==> config.mk <==
export PLATFORM = sky130hd
export DESIGN_NAME = window_buffer
export DESIGN_NICKNAME = d
export VERILOG_FILES = /design/src/rtl/window_buffer.sv
export SDC_FILE = /design/constraint.sdc
export NUM_CORES = 2
export LEC_CHECK = 0
export CAP_MARGIN = 20
export CORE_ASPECT_RATIO = 1.1
export CORE_MARGIN = 1
export CORE_UTILIZATION = 30
export DETAILED_ROUTE_END_ITERATION = 7
export GPL_ROUTABILITY_DRIVEN = 0
export PLACE_DENSITY_LB_ADDON = 0.12
export SLEW_MARGIN = 20
export SYNTH_ARGS = -nofsm -noshare
export SYNTH_HDL_FRONTEND = slang
export SYNTH_SLANG_ARGS = --single-unit
==> constraint.sdc <==
create_clock -name clk -period 5.7 [get_ports clk]
set_clock_uncertainty 0.2 [all_clocks]
set_input_delay 0.57 -clock clk [delete_from_list [all_inputs] [get_ports clk]]
set_output_delay 0.57 -clock clk [all_outputs]
set_load 0.05 [all_outputs]
==> src/rtl/window_buffer.sv <==
// 3x3 sliding-window generator for raster-order greyscale pixels: two line
// buffers feed a 3x3 register window, with a single-entry valid/ready output stage.
module window_buffer #(
    parameter int BIT_PER_PIXEL = 8,
    parameter int MAX_WIDTH     = 64,
    parameter int DIM_BITS      = 7
) (
    input  logic                       clk,
    input  logic                       n_rst,
    input  logic                       start,
    input  logic [DIM_BITS-1:0]        img_width,
    input  logic [DIM_BITS-1:0]        img_height,
    input  logic [BIT_PER_PIXEL-1:0]   pix_in,
    input  logic                       pix_valid,
    output logic                       pix_ready,
    output logic [9*BIT_PER_PIXEL-1:0] win_out,
    output logic                       win_valid,
    input  logic                       win_ready,
    output logic [DIM_BITS-1:0]        win_row,
    output logic [DIM_BITS-1:0]        win_col,
    output logic                       done
);

    localparam int AW = $clog2(MAX_WIDTH);
    localparam logic [DIM_BITS-1:0] ONE   = DIM_BITS'(1);
    localparam logic [DIM_BITS-1:0] TWO   = DIM_BITS'(2);
    localparam logic [DIM_BITS-1:0] THREE = DIM_BITS'(3);
    localparam logic [DIM_BITS-1:0] MAXW  = DIM_BITS'(MAX_WIDTH);

    typedef enum logic [1:0] {IDLE, FILL, DRAIN, DONE} state_t;

    state_t                    state;
    logic [DIM_BITS-1:0]       w_lat, h_lat, row, col, start_w;
    logic [AW-1:0]             lb_addr;
    logic [BIT_PER_PIXEL-1:0]  lb0 [MAX_WIDTH];
    logic [BIT_PER_PIXEL-1:0]  lb1 [MAX_WIDTH];
    logic [BIT_PER_PIXEL-1:0]  win [3][3];
    logic [BIT_PER_PIXEL-1:0]  new_col [3];
    logic [9*BIT_PER_PIXEL-1:0] nxt_win;
    logic                      accept, load, last_col, last_pix;

    assign pix_ready = (state == FILL) && (!win_valid || win_ready);
    assign accept    = pix_valid && pix_ready;
    assign load      = accept && (row >= TWO) && (col >= TWO);
    assign last_col  = (col == w_lat - ONE);
    assign last_pix  = last_col && (row == h_lat - ONE);
    assign lb_addr   = AW'(col);
    assign start_w   = (img_width > MAXW) ? MAXW : img_width;

    // Window as it will look after this accept: old columns 1,2 slide left,
    // right column comes from the pre-update line buffers plus the live pixel.
    always_comb begin
        new_col[0] = lb0[lb_addr];
        new_col[1] = lb1[lb_addr];
        new_col[2] = pix_in;
        nxt_win    = '0;
        for (int unsigned r = 0; r < 3; r++) begin
            nxt_win[(r*3+0)*BIT_PER_PIXEL +: BIT_PER_PIXEL] = win[r][1];
            nxt_win[(r*3+1)*BIT_PER_PIXEL +: BIT_PER_PIXEL] = win[r][2];
            nxt_win[(r*3+2)*BIT_PER_PIXEL +: BIT_PER_PIXEL] = new_col[r];
        end
    end

    always_ff @(posedge clk or negedge n_rst) begin
        if (!n_rst) begin
            state     <= IDLE;
            w_lat     <= '0;
            h_lat     <= '0;
            row       <= '0;
            col       <= '0;
            win_out   <= '0;
            win_valid <= 1'b0;
            win_row   <= '0;
            win_col   <= '0;
            done      <= 1'b0;
            for (int unsigned i = 0; i < MAX_WIDTH; i++) begin
                lb0[i] <= '0;
                lb1[i] <= '0;
            end
            for (int unsigned r = 0; r < 3; r++) begin
                for (int unsigned c = 0; c < 3; c++) begin
                    win[r][c] <= '0;
                end
            end
        end else begin
            if (accept) begin
                lb0[lb_addr] <= lb1[lb_addr];
                lb1[lb_addr] <= pix_in;
                for (int unsigned r = 0; r < 3; r++) begin
                    win[r][0] <= win[r][1];
                    win[r][1] <= win[r][2];
                    win[r][2] <= new_col[r];
                end
                if (last_col) begin
                    col <= '0;
                    row <= row + ONE;
                end else begin
                    col <= col + ONE;
                end
            end

            // A fresh window takes priority over clearing on handshake.
            if (load) begin
                win_out   <= nxt_win;
                win_valid <= 1'b1;
                win_row   <= row - ONE;
                win_col   <= col - ONE;
            end else if (win_valid && win_ready) begin
                win_valid <= 1'b0;
            end

            case (state)
                IDLE, DONE: begin
                    if (start) begin
                        w_lat <= start_w;
                        h_lat <= img_height;
                        row   <= '0;
                        col   <= '0;
                        if (start_w < THREE || img_height < THREE) begin
                            state <= DONE;
                            done  <= 1'b1;
                        end else begin
                            state <= FILL;
                            done  <= 1'b0;
                        end
                    end
                end
                FILL: begin
                    if (accept && last_pix) begin
                        state <= DRAIN;
                    end
                end
                DRAIN: begin
                    if (!win_valid || win_ready) begin
                        state <= DONE;
                        done  <= 1'b1;
                    end
                end
                default: state <= IDLE;
            endcase
        end
    end

endmodule

# After elaboration in Yosys (flattened, before gate mapping)
# Index checks and enable logic that the tools add are counted.
# totals
output_inout_bits,89
latch_bits,0
romBits,0
mem_count,0
word_cells,214
ram_bits,0
ff_bits,1190
# classes
div,0
add_sub_neg,6
shifts,0
bitwise,1
n_reduce_logical,18
magnitude_cmp,7
n_eq_ne,8
mul,0
mux,30
# op_table
cell,count
$bwmux 512,2
$bmux 8 s6,2
$mux 7,9
$demux 8 s6,1
$mux 8,5
$sub 7x1->7 const B,4
$add 7x1->7 const B,2
$eq 7x7->1,2
$ge 7x2->1 const B,2
$lt 7x2->1 const B,2
$logic_and 1x1->1,8
$mux 2,4
$ge 7x7->1 const B,1
$gt 7x7->1 const B,1
$lt 7x1->1 const B,1
$not 6->7,1
$pmux 2 s3,1
$reduce_and 3->1,2
$mux 1,5
$eq 2x2->1 const B,2
$ne 2x2->1 const B,2
$reduce_bool 2->1,2
$eq 2x1->1 const B,1
$logic_not 2->1,1
6 further kinds,7

# Longest topological paths before layout
# logic_depth
word_depth,7
depth_mapped,15

# Least setup slack after synthesis
# Ideal clock, no wire load.
# synth_path
path_kind,register to register
from,register col[0]
to,register win_out[65]
synth_period_minus_slack_ns,2.895
path_slack_ns,2.805
arrival_time_ns,2.629
stages_incl_launch_ff,16
path_buffers,8
cell_sequence,dfrtp_1 buf_6 buf_4 inv_1 buf_2 buf_2 buf_2 ha_1 nor3_1 a21oi_1 o41a_1 buf_2 clkbuf_1 buf_2 nand2_1 nand2_1
# synth_between
elab_chain_len,2
# synth_rtl
element,line,source
from (decl),33,"logic [DIM_BITS-1:0] w_lat, h_lat, row, col, start_w;"
from (signal assigned),98,col <= col + ONE;
$ge 7x2->1,44,assign load = accept && (row >= TWO) && (col >= TWO);
$logic_and 1x1->1,44,
to (signal assigned),104,win_out <= nxt_win;
to (decl),16,"output logic [9*BIT_PER_PIXEL-1:0] win_out,"
# Every way passes these cells.
# A chain may end at the register's enable or synchronous reset.

# Final worst setup path
# layout_path
from,register col[0]
to,register win_out[40]
# layout_between
elab_chain_len,4
# layout_rtl
element,line,source
$not 6->7 (not written as such),54,new_col[1] = lb1[lb_addr];
$bmux 8 s6,54,
$mux 8 (not written as such) (2 in a row),54,
# Parallel ways exist; a longest one is shown, timed or not. The select of a mux whose other input is x is not followed.

==> impl_metrics.yaml <==
status:
  status: "finished clean"
layout:
  layout_commonest_cell: "dfrtp_1"
  mostFrequentLayoutCells: "dfrtp_1, mux2_2, nor2_1, a21oi_1, nand2_1"
  area_growth_pct: 16.1
  fin_util: 0.351
  fin_nets: 4733
  fin_cells: 7187
  final_layout_size_suffix_gt1_frac: 0.264
  final_area_um2: 62400
  fillCellCount: 17700
pwr:
  vdd_drop_max_mv: 0.322
  power.leakage_nw: 28.5
  combPwrFrac: 0.250
  p_sw_mw: 8.52
  seq_power_share: 0.387
  p_int_mw: 16.3
  clkPwrFrac: 0.363
  p_per_area_nw_per_um2: 398
  switching_share: 0.343
yosys:
  synth_area_leaders: "dfrtp_1, mux2_2, a21oi_1"
  synth_cells: 4629
  synth.net_count: 4667
  ys_types: 87
  yosys_register_bits: 1190
  ys_seq_area_frac: 0.554
  synth_top_area_cell: "dfrtp_1"
  synth_edf_count: 0
  synth_area_per_cell_um2: 11.6
  synthArstFlopShare: 1.00
  ys.flop_type: "dfrtp_1"
  yosys_warnings: 0
  netlist.area_leader.share: 0.554
  synth_area_um2: 53800
die:
  rows: 162
  dieArea_um2: 181000
  num_io_pins: 116
  core_area_um2: 178000
  die_h_um: 446
  dieWidth_um: 406
  initial_utilization: 0.303
placement:
  hpwl_mm: 127
  dp_cells: 6931
  dpl_cell_area_um2: 57800
  io_buffers: 115
  place_ws_ns: 1.27
routing:
  dr.pass1.iters: 5
  via_per_inst: 5.14
  drt-initial-drc-count: 2933
  ant_nets: 0
  drc: 0
  routed_wl_mm: 198
  vias: 37000
  post_drt_wl_per_cell_um: 27.6
worst_setup_path:
  endpoint_kind: "flop"
  critPathRequiredTime_ns: 6.11
  setup.worst_path.class: "flop to flop"
  path_max_fanout: 29
  worstPathArrival_ns: 4.75
  cp-start-kind: "flop"
global_routing:
  grt_usage: 0.221
  overflow: 0
  grt_pass1_vias: 37300
  grt_pass1_wl_mm: 288
  grt_max_degree: 169
  use_met1: 0.308
  met2_usage: 0.355
  antenna_found_initial: 3
  grt_use_met3: 0.0300
  busiest_layer: "met2"
job:
  drv_cap: 0
timing:
  setup_viol: 0
  hold_violations: 0
  max_freq_ghz: 0.230
  grt_setup_unrepaired: "false"
  min_period_ns: 4.34
  worst_slew_pin_slew_ns: 1.17
  worst_slack_ns: 1.36
  fin_crit_sh: 0.762
  tns_ns: 0
  drv_slew: 0
  maxSlewHeadroom: 0.211
clocking:
  cts_made_buffers: 137
  clk_pin_slew_ns: 0.06
  cts-root-buf: "clkbuf_16"
  clock_path_buffers: 3
  cts_resized: 0
  insertion_delay_ns: 0.79
  clock_sink_count: 1190
  cts_tree: "done"
  htreeDepth: 4
worst_hold_path:
  hp-class: "input pin to async pin"
[power by group through the flow]
| stage | sequential [mW] | clock (mW) | combinational, mW |
|---|---|---|---|
| 2_1_floorplan | 9.53 | 0 | 3.68 |
| 3_3_place_gp | 9.74 | 0 | 6.17 |
| 6_report | 9.60 | 9.02 | 6.21 |
| 5_1_grt | 9.69 | 9.59 | 6.53 |
| 4_1_cts | 9.60 | 9.26 | 6.23 |
| 3_5_place_dp | 9.75 | 0 | 6.21 |
[path summary, 6_finish.rpt]
path	end	slack, ns	cells after the start	from
max	win_out[40]	1.36	8	col[0]
min	h_lat[3]	0.15	2	n_rst
max reg2reg	win_out[40]	1.36	8	col[0]
min reg2reg	win_out[27]	0.26	2	nxt_win[27]
max in group asynchronous	lb1[129]	3.60	3	n_rst
min in group clk	w_lat[0]	0.22	3	img_width[0]
[what timing repair did]
action | 4_1_cts | 5_1_grt
hold buffers | 2 | 0
endpoints found under the hold margin | 94 | 0
setup buffers | 0 | 0
[cells by family after synthesis]
logic type,after synthesis,synth area share
buffers and inverters,430,0.0425
AO/OA/AOI/OAI,958,0.112
XOR/XNOR,34,0.00554
multiplexers,850,0.193
flip-flops,1190,0.554
AND/OR/NAND/NOR,1156,0.0904
adder cells (fa/ha/maj),11,0.00256
[cells in the mapped netlist (15+ instances only)]
library cell and count:
dfrtp_1 1190, mux2_2 597, nor2_1 549, a21oi_1 479, nand2_1 432, buf_2 184
mux2i_1 165, clkbuf_1 145, o21ai_0 107, mux4_2 66, a221oi_1 65, o22ai_1 56
a22oi_1 51, buf_4 45, a21oi_2 32, buf_6 32, a31oi_1 31, xnor2_1 30
nand3_1 29, nor2_2 25, a221o_1 23, nand2b_1 20, mux4_1 17, o2bb2ai_1 15
[state kept, by name, summed over array words and instances (netlist names)]
register   flops
win_out       72
win_valid      1
h_lat          7
nxt_win       48
win_col        7
win_row        7
state          2
w_lat          7
lb1          512
lb0          512
col            7
row            7
done           1
[routing by layer]
metal,up-vias,routed length [µm]
met5,-,0
met4,0,6140
met3,268,8160
met2,839,92500
met1,19300,91600
li1,16500,-
[cell type report]
| class | count | area (µm²) | area share |
|---|---|---|---|
| clock buffer | 221 | 4260 | 0.0683 |
| multi-input combinational | 3009 | 21900 | 0.351 |
| tap | 2378 | 2980 | 0.0477 |
| antenna | 3 | 7.51 | 0.000120 |
| inverter | 15 | 57.6 | 0.000922 |
| sequential | 1190 | 29800 | 0.477 |
| timing repair buffer | 342 | 3080 | 0.0494 |
| clock inverter | 29 | 308 | 0.00493 |
[through the flow]
stage / hold WS [ns] / power (mW)
3_3_place_gp: 0.252 / 15.9
5_1_grt: 0.199 / 25.8
6_report: 0.151 / 24.8
3_5_place_dp: 0.255 / 16.0
4_1_cts: 0.157 / 25.1
2_1_floorplan: 0.0744 / 13.2
[critical path, stage by stage, from the launching register on]
cell	delay [ns]
dfrtp_4	0.78
and2b_1	0.50
buf_4	0.40
a221oi_1	0.35
nor2_1	0.08
o21ai_0	0.79
nor4bb_4	0.44
buf_4	0.46
a31oi_1	0.14
(Power assumes the default switching activity.)
